[config.mk]
export PLATFORM = sky130hd
export DESIGN_NAME = riscv_muldiv_unit
export DESIGN_NICKNAME = d
export VERILOG_FILES = /design/src/rtl/riscv_muldiv_unit.sv
export SDC_FILE = /design/constraint.sdc
export NUM_CORES = 2
export LEC_CHECK = 0
export BUFFER_PORTS_ARGS = -buffer_cell sky130_fd_sc_hd__buf_4
export CORE_MARGIN = 5
export CORE_UTILIZATION = 66
export DETAILED_ROUTE_END_ITERATION = 12
export HOLD_SLACK_MARGIN = 0.02
export PLACE_DENSITY = 0.83
export SKIP_CTS_REPAIR_TIMING = 1
export SYNTH_ARGS = -nofsm -noshare
export SYNTH_HDL_FRONTEND = slang
export SYNTH_SLANG_ARGS = --single-unit
[constraint.sdc]
create_clock -name clk_i -period 12.7 [get_ports clk_i]
set_input_delay 0 -clock clk_i [delete_from_list [all_inputs] [get_ports clk_i]]
set_output_delay 0 -clock clk_i [all_outputs]
set_load 0.01 [all_outputs]
[src/rtl/riscv_muldiv_unit.sv]
// rtl/riscv_muldiv_unit.sv - multi-cycle RV32M multiply/divide execute unit
module riscv_muldiv_unit #(
    parameter int XLEN         = 32,
    parameter bit FAST_SPECIAL = 1'b1
) (
    input  logic            clk_i,
    input  logic            rst_ni,
    input  logic            flush_i,
    input  logic            valid_i,
    output logic            ready_o,
    input  logic [2:0]      funct3_i,
    input  logic [XLEN-1:0] rs1_i,
    input  logic [XLEN-1:0] rs2_i,
    input  logic [4:0]      rd_i,
    output logic            valid_o,
    input  logic            ready_i,
    output logic [XLEN-1:0] result_o,
    output logic [4:0]      rd_o
);
    localparam int CW = $clog2(XLEN);
    localparam logic [CW-1:0]   LAST    = CW'(XLEN - 1);
    localparam logic [XLEN-1:0] MIN_INT = {1'b1, {(XLEN-1){1'b0}}};

    typedef enum logic [1:0] {S_IDLE, S_MUL, S_DIV, S_DONE} state_t;

    state_t          state_q, state_d;
    logic [1:0]      op_q;
    logic [4:0]      rd_q;
    logic [XLEN-1:0] a_q, b_q;
    logic [XLEN-1:0] rem_q, quo_q, dvs_q;
    logic [CW-1:0]   count_q;
    logic            neg_quo_q, neg_rem_q, special_q;
    logic [XLEN-1:0] special_res_q;

    logic            in_signed, in_div_zero, in_ovf, in_special, fast_done, accept;
    logic [XLEN-1:0] in_special_res, in_mag_a, in_mag_b;

    assign ready_o = (state_q == S_IDLE);
    assign valid_o = (state_q == S_DONE);
    assign accept  = (state_q == S_IDLE) && valid_i && !flush_i;

    // Request decode: special cases are recognised on the raw operands
    assign in_signed   = ~funct3_i[0];
    assign in_div_zero = (rs2_i == '0);
    assign in_ovf      = in_signed && (rs1_i == MIN_INT) && (rs2_i == '1);
    assign in_special  = in_div_zero || in_ovf;
    assign fast_done   = FAST_SPECIAL && funct3_i[2] && in_special;
    assign in_mag_a    = (in_signed && rs1_i[XLEN-1]) ? -rs1_i : rs1_i;
    assign in_mag_b    = (in_signed && rs2_i[XLEN-1]) ? -rs2_i : rs2_i;

    always_comb begin
        in_special_res = '0;
        if (in_div_zero) begin
            in_special_res = funct3_i[1] ? rs1_i : '1;
        end else begin
            in_special_res = funct3_i[1] ? '0 : MIN_INT;
        end
    end

    // Multiply: operands extended to 2*XLEN so one unsigned product serves all variants
    logic                a_sx, b_sx;
    logic [2*XLEN-1:0]   prod;
    logic [XLEN-1:0]     mul_res;
    assign a_sx    = ((op_q == 2'b01) || (op_q == 2'b10)) && a_q[XLEN-1];
    assign b_sx    = (op_q == 2'b01) && b_q[XLEN-1];
    assign prod    = {{XLEN{a_sx}}, a_q} * {{XLEN{b_sx}}, b_q};
    assign mul_res = (op_q == 2'b00) ? prod[XLEN-1:0] : prod[2*XLEN-1:XLEN];

    // Restoring divide step on magnitudes
    logic [XLEN:0]   shifted, trial;
    logic [XLEN-1:0] rem_next, quo_next, quo_fix, rem_fix, div_res;
    always_comb begin
        shifted  = {rem_q, quo_q[XLEN-1]};
        trial    = shifted - {1'b0, dvs_q};
        rem_next = shifted[XLEN-1:0];
        quo_next = {quo_q[XLEN-2:0], 1'b0};
        if (!trial[XLEN]) begin
            rem_next = trial[XLEN-1:0];
            quo_next = {quo_q[XLEN-2:0], 1'b1};
        end
        quo_fix = neg_quo_q ? -quo_next : quo_next;
        rem_fix = neg_rem_q ? -rem_next : rem_next;
        div_res = special_q ? special_res_q : (op_q[1] ? rem_fix : quo_fix);
    end

    always_comb begin
        state_d = state_q;
        case (state_q)
            S_IDLE: if (valid_i) begin
                if (!funct3_i[2])   state_d = S_MUL;
                else if (fast_done) state_d = S_DONE;
                else                state_d = S_DIV;
            end
            S_MUL:  state_d = S_DONE;
            S_DIV:  if (count_q == LAST) state_d = S_DONE;
            S_DONE: if (ready_i) state_d = S_IDLE;
            default: state_d = S_IDLE;
        endcase
        if (flush_i) state_d = S_IDLE;
    end

    always_ff @(posedge clk_i) begin
        if (!rst_ni) begin
            state_q       <= S_IDLE;
            result_o      <= '0;
            rd_o          <= '0;
            op_q          <= '0;
            rd_q          <= '0;
            a_q           <= '0;
            b_q           <= '0;
            rem_q         <= '0;
            quo_q         <= '0;
            dvs_q         <= '0;
            count_q       <= '0;
            neg_quo_q     <= 1'b0;
            neg_rem_q     <= 1'b0;
            special_q     <= 1'b0;
            special_res_q <= '0;
        end else begin
            state_q <= state_d;
            if (accept) begin
                op_q          <= funct3_i[1:0];
                rd_q          <= rd_i;
                a_q           <= rs1_i;
                b_q           <= rs2_i;
                rem_q         <= '0;
                quo_q         <= in_mag_a;
                dvs_q         <= in_mag_b;
                count_q       <= '0;
                neg_quo_q     <= in_signed && (rs1_i[XLEN-1] ^ rs2_i[XLEN-1]);
                neg_rem_q     <= in_signed && rs1_i[XLEN-1];
                special_q     <= in_special;
                special_res_q <= in_special_res;
                if (fast_done) begin
                    result_o <= in_special_res;
                    rd_o     <= rd_i;
                end
            end else if (!flush_i) begin
                if (state_q == S_MUL) begin
                    result_o <= mul_res;
                    rd_o     <= rd_q;
                end
                if (state_q == S_DIV) begin
                    rem_q   <= rem_next;
                    quo_q   <= quo_next;
                    count_q <= count_q + CW'(1);
                    if (count_q == LAST) begin
                        result_o <= div_res;
                        rd_o     <= rd_q;
                    end
                end
            end
        end
    end
endmodule

==> reports/results.ini <==
[status]
status = completed

[cts]
cts_buffer_depth = 3
h-tree-depth = 1
cts_buffers = 27
cts_root_buffer = clkbuf_16
cts.sinks = 245
cts_tree = built
clock_latency_ns = 0.57
clkTransAtPathRegs_ns = 0.07

[logic_synthesis]
seq_area_frac_synth = 0.0903
ys_types = 90
synth_compound_area_frac = 0.104
synth_top_family_by_area = adder cells
muxShareOfSynthArea = 0.00523
yosysTopAreaCellShare = 0.415
ys_ff_latch = 245
synthAdderAreaFrac = 0.474
synth_edf_count = 0
yosys_warnings = 0
syn_area_mm2 = 0.0543
syn_area_per_cell_um2 = 8.33
synthSimpleGateAreaFrac = 0.176
yosysTopAreaCell = fa_1
postSynth.asyncResetShare = 0
synth_nets = 7980
synth-xor-area-share = 0.0327
netlist_instances = 6520
synthTopCellsByArea = fa_1 (42%), dfxtp_1 (9.0%), inv_1 (8.8%)
ys.flop_type = dfxtp_1

[critical_path]
crit_family = adder cells
cp-start-kind = flip-flop
end_kind = flip-flop
cp_common_cell = fa_1
critical_path_peak_fanout = 18
critPathBufInv = 8
reg2reg_to = result_o[31]$_SDFFE_PN0P_
reg2reg_slack_ns = 2.31
reg2reg_from = op_q[1]$_SDFFE_PN0P_
cp.required_ns = 13.16
ff2ff_path_depth = 29
crit_path_top_delay_cell = ha_1
cp.arrival_ns = 10.85
criticalPathCategory = reg -> reg
cp_slowest_stage_delay_ns = 0.86

[drt]
drt-total-wl_um = 165000
drc_errors = 0
via_count = 46200
dr.pass1.iters = 6
viasPerCell = 6.15
routedWlPerCell_um = 22.0
drt_iter0_markers = 4814
postRouteAntennaNets = 0

[worst_hold_path]
hold_class = in -> reg
min_to = state_q[1]$_SDFFE_PP0P_
worstHoldStart = ready_i
whs_path_depth = 3

[final_layout]
seq_area_mm2 = 0.00492
finalNetCount = 7891
num-fill-cells = 6319
drive_gt1_frac = 0.0467
syn2layout_area_growth_pct = 5.83
multi_input_area_mm2 = 0.0431

[timing]
fin_skew_ns = 0.0168
layout_worst_path_cycle_share = 0.818
hold_viol_final = 0
slew_violations = 0
layout_setup_ws_ns = 2.31
worstMarginPinSlew_ns = 1.22
setup-tns-final_ns = 0
max_freq_ghz = 0.0962
slew_headroom = 0.188
rsz0062_at_grt = false
setup_viol = 0
finalCriticalPeriod_ns = 10.39

[floorplan]
die_h_um = 297
core.rowCount = 105
io_pins = 116
die_x_um = 297
initial_utilization = 0.663
core_area_mm2 = 0.0818
die-area_mm2 = 0.0881

[flow_run]
drv_cap = 0

[grt]
grt.overflow.total = 0
grt_pass1_vias = 47600
track_usage = 0.371
grt_pass1_wl_um = 261000
antenna_found_initial = 6
grt_max_degree = 177

[placed_design]
port_buffers = 115
post-dp-hpwl_um = 128000
pre_cts_ws_ns = 2.44
finalWeightedCongestion = 1.05

[power]
p_leak_uw = 0.0260
powerDensity_mw_per_mm2 = 53.8
finalPower_uw = 3090
ir_worst_vdd_mv = 0.0893

==> report_power, final <==
part / leakage, uW / total (uW) / internal [uW] / switching (uW)
clock: 0.000463 / 874 / 512 / 362
combinational: 0.0235 / 1340 / 447 / 896
sequential: 0.00200 / 871 / 808 / 63.1
==> placed cells by master (no fill, tap or decap), types with 13 or more instances in the layout <==
cell / synthesis / final
inv_1: 1271 / 1270
nand2_1: 1177 / 1177
fa_1: 1126 / 1126
and2_1: 283 / 283
nor2_1: 278 / 276
a21oi_1: 266 / 266
ha_1: 257 / 257
dfxtp_1: 245 / 236
buf_4: 5 / 202
o21ai_0: 145 / 145
xnor2_1: 109 / 109
xor2_1: 94 / 94
dlygate4sd3_1: 0 / 82
a211oi_1: 81 / 81
nand3_1: 77 / 77
nor3_1: 54 / 54
a21o_1: 50 / 50
and3_1: 41 / 41
nand2b_1: 41 / 40
a31oi_1: 37 / 37
a311oi_1: 34 / 34
o31ai_1: 33 / 32
nand4_1: 31 / 31
or3_1: 28 / 28
o211ai_1: 28 / 28
clkbuf_16: 0 / 27
mux2i_1: 25 / 25
nor4_1: 23 / 23
o22ai_1: 22 / 22
o221ai_1: 20 / 20
nor2b_1: 18 / 18
or4_1: 15 / 15
or2_2: 14 / 14
o21bai_1: 14 / 14
o41ai_1: 13 / 13
==> sequential cells by signal, indices dropped and copies added (netlist names) <==
signal         flops
neg_rem_q          1
dvs_q             31
special_res_q     32
neg_quo_q          1
rd_o               5
count_q            5
result_o          32
b_q               32
rem_q             32
state_q            2
special_q          1
rd_q               5
a_q               32
quo_q             32
op_q               2
==> layout make-up <==
class | count | share of cell area
clock buffer | 36 | 0.0136
tap | 1070 | 0.0233
timing repair buffer | 285 | 0.0410
antenna | 4 | 0.000174
multi-input combinational | 4599 | 0.750
clock inverter | 12 | 0.00311
sequential | 245 | 0.0856
inverter | 1273 | 0.0832
==> per-stage QoR <==
stage / hold WS (ns) / utilization / instances / cell area, um^2
2_1_floorplan: 0.136 / - / 6520 / 54300
3_3_place_gp: 0.268 / 0.680 / 7390 / 55700
3_5_place_dp: 0.271 / 0.680 / 7390 / 55700
4_1_cts: -0.317 / 0.692 / 7438 / 56600
5_1_grt: 0.0718 / 0.702 / 7521 / 57500
6_report: 0.0395 / 0.702 / 7524 / 57500
==> layer usage <==
layer	vias up	part of all wire	routed length, um	GRT usage
met2	2774	0.47	76900	0.599
met3	640	0.10	16800	0.0604
met1	22900	0.37	60800	0.489
met4	4	0.065	10700	0.194
li1	19900	-	-	-
met5	-	0.00013	22	0
==> cell families (layout without fill, tap and decap cells) <==
family / Yosys count / count (layout)
flip-flops: 245 / 245
AO/OA/AOI/OAI: 867 / 867
AND/OR/NAND/NOR: 2118 / 2118
adder cells (fa/ha/maj): 1383 / 1383
other: 0 / 4
XOR/XNOR: 203 / 203
buffers and inverters: 1676 / 1606
multiplexers: 28 / 28
==> synth_stat cells (10+ instances only) <==
cell type,number
inv_1,1271
nand2_1,1177
fa_1,1126
clkbuf_1,370
and2_1,283
nor2_1,278
a21oi_1,266
ha_1,257
dfxtp_1,245
o21ai_0,145
xnor2_1,109
xor2_1,94
a211oi_1,81
nand3_1,77
nor3_1,54
a21o_1,50
and3_1,41
nand2b_1,41
a31oi_1,37
a311oi_1,34
o31ai_1,33
nand4_1,31
o211ai_1,28
or3_1,28
mux2i_1,25
nor4_1,23
o22ai_1,22
o221ai_1,20
nor2b_1,18
buf_1,16
or4_1,15
o21bai_1,14
or2_2,14
o41ai_1,13
a22oi_1,12
buf_2,10
o21a_1,10
==> worst register-to-register path, delay by kind of cell (launching register included) <==
| family | cells | cell delay, ns |
|---|---|---|
| AND/OR/NAND/NOR | 5 | 1.27 |
| flip-flops | 1 | 0.34 |
| adder cells (fa/ha/maj) | 10 | 5.51 |
| AO/OA/AOI/OAI | 6 | 1.88 |
| buffers and inverters | 8 | 1.29 |
==> how the worst max path moves through the flow <==
stage,startpoint,endpoint,cells past startpoint
after floorplan,op_q[1]$_SDFFE_PN0P_,result_o[31]$_SDFFE_PN0P_,31
after global placement,op_q[1]$_SDFFE_PN0P_,result_o[31]$_SDFFE_PN0P_,29
after detailed placement,op_q[1]$_SDFFE_PN0P_,result_o[31]$_SDFFE_PN0P_,29
after CTS,op_q[1]$_SDFFE_PN0P_,result_o[31]$_SDFFE_PN0P_,29
after global routing,op_q[1]$_SDFFE_PN0P_,result_o[31]$_SDFFE_PN0P_,29
final,op_q[1]$_SDFFE_PN0P_,result_o[31]$_SDFFE_PN0P_,29
No activity file was read; power rests on OpenSTA's default activity.
